===== config.mk =====
export PLATFORM = sky130hd
export DESIGN_NAME = ser_word_feeder_flat
export DESIGN_NICKNAME = d
export VERILOG_FILES = /design/src/rtl/ser_word_feeder_if.sv /design/src/rtl/ser_word_feeder.sv /design/src/flat_wrapper.sv
export SDC_FILE = /design/constraint.sdc
export NUM_CORES = 1
export LEC_CHECK = 0
export CAP_MARGIN = 40
export CORE_UTILIZATION = 35
export DETAILED_ROUTE_END_ITERATION = 8
export SLEW_MARGIN = 20
export SYNTH_ARGS = -nofsm -noshare
export SYNTH_HDL_FRONTEND = slang
export SYNTH_SLANG_ARGS = --single-unit

===== constraint.sdc =====
create_clock -name clk_i -period 4.8 [get_ports clk_i]
set_clock_uncertainty 0.05 [all_clocks]
set_input_delay 0.48 -clock clk_i [delete_from_list [all_inputs] [get_ports clk_i]]
set_output_delay 0.48 -clock clk_i [all_outputs]
set_load 0.02 [all_outputs]

===== src/rtl/ser_word_feeder_if.sv =====
//------------------------------------------------------------------------------
// ser_word_feeder_if
//   Producer-side word handshake into ser_word_feeder.
//
//   Signals:
//     word_i  [WORD_W] : parallel word from the producer
//     valid_i          : word_i is valid this cycle
//     ready_o          : feeder can accept a word this cycle
//
//   A word transfers on every rising edge where valid_i and ready_o are both
//   high.
//
//   Modports:
//     master : producer side (drives word_i/valid_i, observes ready_o)
//     slave  : ser_word_feeder side
//------------------------------------------------------------------------------
interface ser_word_feeder_if #(
    parameter int unsigned WORD_W = 32
);
    logic [WORD_W-1:0] word_i;
    logic              valid_i;
    logic              ready_o;

    modport master (
        output word_i,
        output valid_i,
        input  ready_o
    );

    modport slave (
        input  word_i,
        input  valid_i,
        output ready_o
    );
endinterface


===== src/rtl/ser_word_feeder.sv =====
//------------------------------------------------------------------------------
// ser_word_feeder
//   Buffers parallel words from a producer in a small FIFO and presents them
//   to a serializer leaf as LANE_W-bit beats, LSB-first, one beat per cycle.
//   Consecutive words stream with no bubble; when the stream runs dry after a
//   word, the lanes return to IDLE_PAT and underflow_o pulses for one cycle.
//
//   Parameters:
//     WORD_W     : parallel word width (multiple of LANE_W)
//     LANE_W     : bits per beat presented to the serializer leaf
//     FIFO_DEPTH : word buffer depth, power of two, >= 2
//     IDLE_PAT   : lane value driven when no payload is available
//
//   Ports:
//     clk_i        : system clock, all state updates on the rising edge
//     rst_i        : synchronous active-high reset
//     prod_if      : word_i / valid_i / ready_o producer handshake (slave)
//     lanes_o      : registered beat, bit 0 serialized first
//     lane_valid_o : registered, lanes_o carries payload
//     underflow_o  : one-cycle pulse in the first idle cycle after a word
//
//   Optional feature (macro SER_FEEDER_TRAIN_EN):
//     When defined, the block leaves reset into a training state that drives
//     16 alternating 1010/0101 beats (lane_valid_o low) before payload.
//     Words are accepted and buffered during training. When undefined the
//     training state and its counter are not built and reset exits to idle.
//------------------------------------------------------------------------------
module ser_word_feeder #(
    parameter int unsigned       WORD_W     = 32,
    parameter int unsigned       LANE_W     = 4,
    parameter int unsigned       FIFO_DEPTH = 4,
    parameter logic [LANE_W-1:0] IDLE_PAT   = '0
) (
    input  logic              clk_i,
    input  logic              rst_i,
    ser_word_feeder_if.slave  prod_if,
    output logic [LANE_W-1:0] lanes_o,
    output logic              lane_valid_o,
    output logic              underflow_o
);

    //--------------------------------------------------------------------------
    // Derived sizes
    //--------------------------------------------------------------------------
    localparam int unsigned BEATS  = WORD_W / LANE_W;
    localparam int unsigned BEAT_W = (BEATS > 1) ? $clog2(BEATS) : 1;
    localparam int unsigned PTR_W  = $clog2(FIFO_DEPTH);
    localparam int unsigned CNT_W  = PTR_W + 1;

    localparam logic [BEAT_W-1:0] LAST_BEAT = BEAT_W'(BEATS - 1);
    localparam logic [CNT_W-1:0]  FULL_CNT  = CNT_W'(FIFO_DEPTH);

    //--------------------------------------------------------------------------
    // FSM state encodings
    //--------------------------------------------------------------------------
    localparam logic [1:0] ST_IDLE  = 2'd0;
    localparam logic [1:0] ST_SHIFT = 2'd1;
`ifdef SER_FEEDER_TRAIN_EN
    localparam logic [1:0] ST_TRAIN = 2'd2;
    localparam logic [1:0] ST_RESET_EXIT = ST_TRAIN;

    localparam logic [4:0] TRAIN_BEATS = 5'd16;
    // 1010... pattern truncated to the lane width; the other phase is its
    // complement.
    localparam logic [LANE_W-1:0] TRAIN_A = LANE_W'({(LANE_W + 1) / 2{2'b10}});
`else
    localparam logic [1:0] ST_RESET_EXIT = ST_IDLE;
`endif

    //--------------------------------------------------------------------------
    // State
    //--------------------------------------------------------------------------
    logic [1:0]        state_q,      state_d;
    logic [WORD_W-1:0] mem_q [FIFO_DEPTH];
    logic [PTR_W-1:0]  wr_ptr_q,     wr_ptr_d;
    logic [PTR_W-1:0]  rd_ptr_q,     rd_ptr_d;
    logic [CNT_W-1:0]  count_q,      count_d;
    logic [WORD_W-1:0] sreg_q,       sreg_d;
    logic [BEAT_W-1:0] beat_q,       beat_d;
    logic [LANE_W-1:0] lanes_q,      lanes_d;
    logic              lane_valid_q, lane_valid_d;
    logic              underflow_q,  underflow_d;
`ifdef SER_FEEDER_TRAIN_EN
    logic [4:0]        train_cnt_q,  train_cnt_d;
`endif

    logic              ready;
    logic              push;
    logic              load;
    logic              fifo_empty;
    logic [WORD_W-1:0] head_word;

    //--------------------------------------------------------------------------
    // FIFO status and producer handshake
    //--------------------------------------------------------------------------
    // count_q never exceeds FIFO_DEPTH, so "not full" is count < FIFO_DEPTH.
    // Ready depends only on the registered count: a pop in the same cycle
    // does not reopen a full FIFO.
    assign fifo_empty      = (count_q == '0);
    assign ready           = !rst_i && (count_q != FULL_CNT);
    assign prod_if.ready_o = ready;
    assign push            = prod_if.valid_i && ready;
    assign head_word       = mem_q[rd_ptr_q];

    //--------------------------------------------------------------------------
    // Sequencer next-state logic
    //--------------------------------------------------------------------------
    always_comb begin
        state_d      = state_q;
        sreg_d       = sreg_q;
        beat_d       = beat_q;
        lanes_d      = lanes_q;
        lane_valid_d = lane_valid_q;
        underflow_d  = 1'b0;
        load         = 1'b0;
`ifdef SER_FEEDER_TRAIN_EN
        train_cnt_d  = train_cnt_q;
`endif

        case (state_q)
`ifdef SER_FEEDER_TRAIN_EN
            ST_TRAIN: begin
                if (train_cnt_q != TRAIN_BEATS) begin
                    lanes_d      = train_cnt_q[0] ? ~TRAIN_A : TRAIN_A;
                    lane_valid_d = 1'b0;
                    train_cnt_d  = train_cnt_q + 5'd1;
                end else if (!fifo_empty) begin
                    load = 1'b1;
                end else begin
                    state_d      = ST_IDLE;
                    lanes_d      = IDLE_PAT;
                    lane_valid_d = 1'b0;
                end
            end
`endif
            ST_IDLE: begin
                lanes_d      = IDLE_PAT;
                lane_valid_d = 1'b0;
                if (!fifo_empty) begin
                    load = 1'b1;
                end
            end

            ST_SHIFT: begin
                if (beat_q != LAST_BEAT) begin
                    lanes_d      = sreg_q[LANE_W-1:0];
                    sreg_d       = sreg_q >> LANE_W;
                    beat_d       = beat_q + BEAT_W'(1);
                    lane_valid_d = 1'b1;
                end else if (!fifo_empty) begin
                    load = 1'b1;
                end else begin
                    state_d      = ST_IDLE;
                    lanes_d      = IDLE_PAT;
                    lane_valid_d = 1'b0;
                    underflow_d  = 1'b1;
                end
            end

            default: begin
                state_d      = ST_IDLE;
                lanes_d      = IDLE_PAT;
                lane_valid_d = 1'b0;
            end
        endcase

        // Loading a word registers its first beat directly, so the beat
        // appears the cycle after the pop and the last beat of one word is
        // followed immediately by the first beat of the next.
        if (load) begin
            state_d      = ST_SHIFT;
            lanes_d      = head_word[LANE_W-1:0];
            sreg_d       = head_word >> LANE_W;
            beat_d       = '0;
            lane_valid_d = 1'b1;
        end
    end

    //--------------------------------------------------------------------------
    // FIFO pointer / count next-state logic
    //--------------------------------------------------------------------------
    // Pointers are PTR_W bits wide, so they wrap modulo FIFO_DEPTH.
    always_comb begin
        wr_ptr_d = push ? (wr_ptr_q + PTR_W'(1)) : wr_ptr_q;
        rd_ptr_d = load ? (rd_ptr_q + PTR_W'(1)) : rd_ptr_q;
        case ({push, load})
            2'b10:   count_d = count_q + CNT_W'(1);
            2'b01:   count_d = count_q - CNT_W'(1);
            default: count_d = count_q;
        endcase
    end

    //--------------------------------------------------------------------------
    // Registers
    //--------------------------------------------------------------------------
    always_ff @(posedge clk_i) begin
        if (rst_i) begin
            state_q      <= ST_RESET_EXIT;
            wr_ptr_q     <= '0;
            rd_ptr_q     <= '0;
            count_q      <= '0;
            sreg_q       <= '0;
            beat_q       <= '0;
            lanes_q      <= IDLE_PAT;
            lane_valid_q <= 1'b0;
            underflow_q  <= 1'b0;
        end else begin
            state_q      <= state_d;
            wr_ptr_q     <= wr_ptr_d;
            rd_ptr_q     <= rd_ptr_d;
            count_q      <= count_d;
            sreg_q       <= sreg_d;
            beat_q       <= beat_d;
            lanes_q      <= lanes_d;
            lane_valid_q <= lane_valid_d;
            underflow_q  <= underflow_d;
        end
    end

`ifdef SER_FEEDER_TRAIN_EN
    always_ff @(posedge clk_i) begin
        if (rst_i) begin
            train_cnt_q <= '0;
        end else begin
            train_cnt_q <= train_cnt_d;
        end
    end
`endif

    // Storage needs no reset: clearing the pointers and count empties it.
    always_ff @(posedge clk_i) begin
        if (push) begin
            mem_q[wr_ptr_q] <= prod_if.word_i;
        end
    end

    //--------------------------------------------------------------------------
    // Outputs
    //--------------------------------------------------------------------------
    assign lanes_o      = lanes_q;
    assign lane_valid_o = lane_valid_q;
    assign underflow_o  = underflow_q;

endmodule


===== src/flat_wrapper.sv =====
// flat-port wrapper written by rule: the top's interface ports become plain ports
module ser_word_feeder_flat 
#(
    parameter int unsigned       WORD_W     = 32,
    parameter int unsigned       LANE_W     = 4,
    parameter int unsigned       FIFO_DEPTH = 4,
    parameter logic [LANE_W-1:0] IDLE_PAT   = '0
)
  (clk_i, rst_i, lanes_o, lane_valid_o, underflow_o, prod_if_word_i, prod_if_valid_i, prod_if_ready_o);
  ser_word_feeder_if #(.WORD_W(WORD_W)) prod_if_i ();
  input  logic clk_i;
  input  logic rst_i;
  output logic [LANE_W-1:0] lanes_o;
  output logic lane_valid_o;
  output logic underflow_o;
  input wire logic [$bits(prod_if_i.word_i)-1:0] prod_if_word_i;
  input wire logic [$bits(prod_if_i.valid_i)-1:0] prod_if_valid_i;
  output wire logic [$bits(prod_if_i.ready_o)-1:0] prod_if_ready_o;
  assign prod_if_i.word_i = prod_if_word_i;
  assign prod_if_i.valid_i = prod_if_valid_i;
  assign prod_if_ready_o = prod_if_i.ready_o;
  ser_word_feeder #(.WORD_W(WORD_W), .LANE_W(LANE_W), .FIFO_DEPTH(FIFO_DEPTH), .IDLE_PAT(IDLE_PAT)) u_core (.clk_i(clk_i), .rst_i(rst_i), .prod_if(prod_if_i), .lanes_o(lanes_o), .lane_valid_o(lane_valid_o), .underflow_o(underflow_o));
endmodule

Word level (Yosys, flattened, before mapping)
Memory sizes are Yosys's and may differ from the RTL's. A register that Yosys moved wholly into a read port is not among the register bits. Cells that the tools add are included.

Flip-flop bits (word level): 46. RAM bits: 128. Input port bits: 35. Output and inout bits: 7. Word-level logic and storage cells: 67. Memories kept: 1.

Memories: u_core.mem_q (depth 4, width 32, rd ports 1, clocked after memory_dff 1, wr ports 1, RTL line ser_word_feeder.sv:74) `logic [WORD_W-1:0] mem_q [FIFO_DEPTH];`.

Add/sub/neg operators: 5. Eq/ne operators: 11. Muxes and demuxes: 24. Bitwise logic cells: 2. Reduce and logical (&&, ||, !) cells: 14.

Operators with widths (number): two-way mux 28 bit (3); two-way mux 4 bit (4); two-way mux 1 bit (10); two-way mux 2 bit (4); adder 3 x 1 -> 3 bit (second input constant) (2); != test 3 bit (second input constant) (2); one-hot mux 3 bit (2 select lines) (1); AND reduction 3 bit (2); nonzero test 2 bit (3); adder 2 x 1 -> 2 bit (second input constant) (2); == test 2 x 1 -> 1 bit (second input constant) (2); != test 2 x 1 -> 1 bit (second input constant) (2); != test 4 x 1 -> 1 bit (second input constant) (1); one-hot mux 2 bit (2 select lines) (1); AND reduction 2 bit (2); logical NOT 3 bit (1); != test 3 x 1 -> 1 bit (second input constant) (1); != test 3 x 2 -> 1 bit (second input constant) (1); OR reduction 3 bit (1); subtractor 3 x 1 -> 3 bit (second input constant) (1); == test 2 bit (second input constant) (1); logical AND 1 bit (2); logical NOT 2 bit (1); != test 2 bit (second input constant) (1); other kinds (4) (5).

Logic depth before layout (Yosys ltp)
Word-level depth: 6. Gate-level depth with buffers: 11. Gate-level depth less buffers: 10.

Worst setup path after synthesis
OpenSTA, ideal clock, no wires.

Kind: reg-to-reg. From: register u_core.beat_q[0]. To: register u_core.count_q[2]. Library setup time: 0.070 ns. Data arrival time: 2.182 ns. Data required time: 4.680 ns. Slack: 2.498 ns. Cell stages (with the launch flop): 12. Buffers on the path: 1. Period minus slack after synthesis: 2.302 ns. Cells stage by stage: dfxtp_1 ha_1 ha_1 nor2b_1 buf_2 nor2_1 ha_1 inv_1 fa_1 xor2_1 or3_1 a21oi_1.

Word-level cells in the longest chain between the ends: 5. Elaborated cells on any way between the ends: 7. Classes of those cells: 3 x eq/ne; 3 x mux; 1 x reduce/logical.

Ends and longest elaborated chain: from (decl) (RTL line ser_word_feeder.sv:79) `logic [BEAT_W-1:0] beat_q, beat_d;`; from (signal assigned) (RTL line ser_word_feeder.sv:213) `beat_q <= beat_d;`; != test 3 bit * (RTL line ser_word_feeder.sv:145) `if (beat_q != LAST_BEAT) begin`; two-way mux 1 bit * (RTL line ser_word_feeder.sv:145); one-hot mux 1 bit (2 select lines) * (RTL line ser_word_feeder.sv:120) `case (state_q)`; via u_core.load (RTL line ser_word_feeder.sv:89) `logic load;`; == test 2 x 1 -> 1 bit or == test 2 bit (tied branches) (RTL line ser_word_feeder.sv:186) `case ({push, load})`; one-hot mux 3 bit (2 select lines) or nonzero test 2 bit (tied branches); to (signal assigned) (RTL line ser_word_feeder.sv:211) `count_q <= count_d;`; to (decl) (RTL line ser_word_feeder.sv:77) `logic [CNT_W-1:0] count_q, count_d;`.

The timed path passes the listed nets; every way through them passes the cells marked *. A chain may end at the register's enable or synchronous reset.

Worst setup path after layout
Same ends and word-level chain as after synthesis.

==> impl_metrics.json <==
{
  "status": "finished, final reports clean",
  "hp-class": "flip-flop to flip-flop",
  "cts_setup_buffers": 0,
  "slew_headroom_pct": 63.0,
  "setup_viol": 0,
  "dieArea_um2": 19700,
  "vias": 3537,
  "drt_first_pass_iters": 4,
  "cts_buffers": 17,
  "cts_tree": "yes",
  "cap_violations": 0,
  "routedWlPerCell_um": 18.0,
  "hpwl_um": 7610,
  "grt_overflow": 0,
  "avgViaCountPerCell": 5.11,
  "hold_buffers": 0,
  "netlist-cell-type-count": 34,
  "areaGrowthSynthToFinish_pct": 18.8,
  "start_kind": "flip-flop",
  "row_count": 50,
  "p_total_mw": 4.60,
  "drc": 0,
  "synth_warnings": 0,
  "worst_slew_pin_slew_ns": 0.556,
  "insertion_delay_ns": 0.42,
  "diodes": 0,
  "path_class": "flip-flop to flip-flop",
  "cts.repair.resized": 0,
  "drtAntennaViolNets": 0,
  "async_reset_ff_share_pct": 0,
  "grt_pass1_vias": 3682,
  "port_buffers": 41,
  "drt-total-wl_um": 12500,
  "track_usage_pct": 13.7,
  "dp.cells": 660,
  "required_ns": 5.11,
  "clockBufferDepth": 2,
  "die_w_um": 140,
  "reg2reg_slack_ns": 2.16,
  "grt_max_degree": 40,
  "power_density_nw_per_um2": 578,
  "cts-root-buf": "clkbuf_16",
  "tns_ns": 0,
  "core-area_um2": 18800,
  "synth-edff-count": 128,
  "grt_pass1_wl_um": 20000,
  "netlist_area_um2": 6700,
  "clock_sinks": 175,
  "final-hold-violation-count": 0,
  "critPathArrivalTime_ns": 2.95,
  "period_needed_ns": 2.64,
  "finalMaxSlewViolations": 0,
  "cp_max_fo": 36,
  "path_clk_slew_ns": 0.07,
  "start_util_pct": 35.7,
  "final_nets": 488,
  "syn_nets": 441,
  "place_area_um2": 7370,
  "synth-seq-cells": 175,
  "ios": 42,
  "antenna_found_initial": 0,
  "rsz0062_at_grt": "false",
  "fp.dieH_um": 140,
  "avgSynthCellArea_um2": 16.8,
  "gp_congestion": 0.716,
  "fillers": 1686,
  "end_kind": "flip-flop",
  "synth_cells": 398,
  "synthFlopType": "edfxtp_1",
  "ir_drop_mv": 0.285,
  "fin_area_um2": 7970,
  "layout-drive-gt1-share_pct": 14.6,
  "fmax_ghz": 0.379,
  "fin_hold_ws_ns": 0.432,
  "cts_max_level": 4,
  "ys_seq_area_share_pct": 71.4,
  "drtIter0Drc": 209,
  "fin_cells": 692,
  "finalCritPeriodShare_pct": 55.0,
  "leakage_nw": 2.63
}
-- metrics by stage --
stage          setup slack, ns  util [%]
2_1_floorplan             2.50         -
4_1_cts                   2.17      42.4
6_report                  2.16      42.4
5_1_grt                   1.98      42.4
3_5_place_dp              1.82      39.3
3_3_place_gp              1.84      39.0
-- sequential cells by signal, summed over array words and instances, names as in the netlist, named ones only --
signal,count
u_core.beat_q,3
u_core.sreg_q,28
u_core.lanes_o,4
u_core.count_q,3
u_core.wr_ptr_q,2
u_core.lane_valid_o,1
u_core.state_q,1
u_core.rd_ptr_q,2
u_core.underflow_o,1
u_core.mem_q,128
-- worst paths after layout --
path,from,to,cells past startpoint
setup reg to reg,u_core.beat_q[0]$_SDFFE_PP0P_,u_core.count_q[2]$_SDFFE_PP0P_,11
setup / recovery,u_core.beat_q[0]$_SDFFE_PP0P_,u_core.count_q[2]$_SDFFE_PP0P_,11
hold reg to reg,u_core.beat_q[2]$_SDFFE_PP0P_,u_core.beat_q[2]$_SDFFE_PP0P_,2
hold / removal,u_core.beat_q[2]$_SDFFE_PP0P_,u_core.beat_q[2]$_SDFFE_PP0P_,2
-- final cells by class --
type / instances / area (µm²) / share of cell area, %
Inverter: 8 / 30.0 / 0.377
Clock buffer: 18 / 429 / 5.39
Clock inverter: 14 / 165 / 2.07
Timing Repair Buffer: 52 / 528 / 6.63
Sequential cell: 175 / 4790 / 60.1
Multi-Input combinational cell: 191 / 1730 / 21.8
Tap cell: 234 / 293 / 3.68
-- critical path, cell delays in order (launching register included) --
cell and delay [ns]:
dfxtp_1 0.35, ha_1 0.16, ha_1 0.20, nor2b_2 0.05, buf_4 0.25, nor2_1 0.20, ha_1 0.22, inv_1 0.07
fa_1 0.43, xor2_1 0.15, or3_1 0.30, a21oi_1 0.14
-- logic make-up after synthesis --
group / Yosys count / share of synthesized area [%]
compound gates: 73 / 6.92
mux: 34 / 11.8
simple gates: 74 / 5.24
flops: 175 / 71.4
xor+xnor: 2 / 0.261
buf+inv: 32 / 2.80
fa+ha+maj: 8 / 1.61
-- cells in the mapped netlist, drive strengths merged, types with 6 or more instances --
library cell	n	area (µm²)
edfxtp	128	3840
dfxtp	47	941
o21ai	6	30.0
buf	18	135
mux4	32	769
inv	8	30.0
a21oi	37	185
nand2	28	105
nor2	27	101
ha	7	87.6
clkbuf	6	22.5
a211oi	20	150
-- placed cells by master, fill, tap and decap left out, drive strengths merged, types with 10 or more instances in the layout --
cell / netlist / routed
a21oi: 37 / 37
buf: 18 / 11
edfxtp: 128 / 128
mux4: 32 / 32
clkdlybuf4s50: 0 / 41
dfxtp: 47 / 47
nand2: 28 / 28
inv: 8 / 10
a211oi: 20 / 20
clkbuf: 6 / 18
nor2: 27 / 27
-- report_power, final --
group          switching [mW]  internal [mW]
sequential              0.165           1.87
combinational           0.658          0.533
clock                   0.562          0.817
total                    1.38           3.22
-- metal layers --
layer	global-route usage [%]	routed length [µm]
met5	0	0
met2	22.3	6100
met3	3.59	465
met4	5.90	278
met1	17.3	5600
Note: power is estimated with default switching activity, not from simulation.
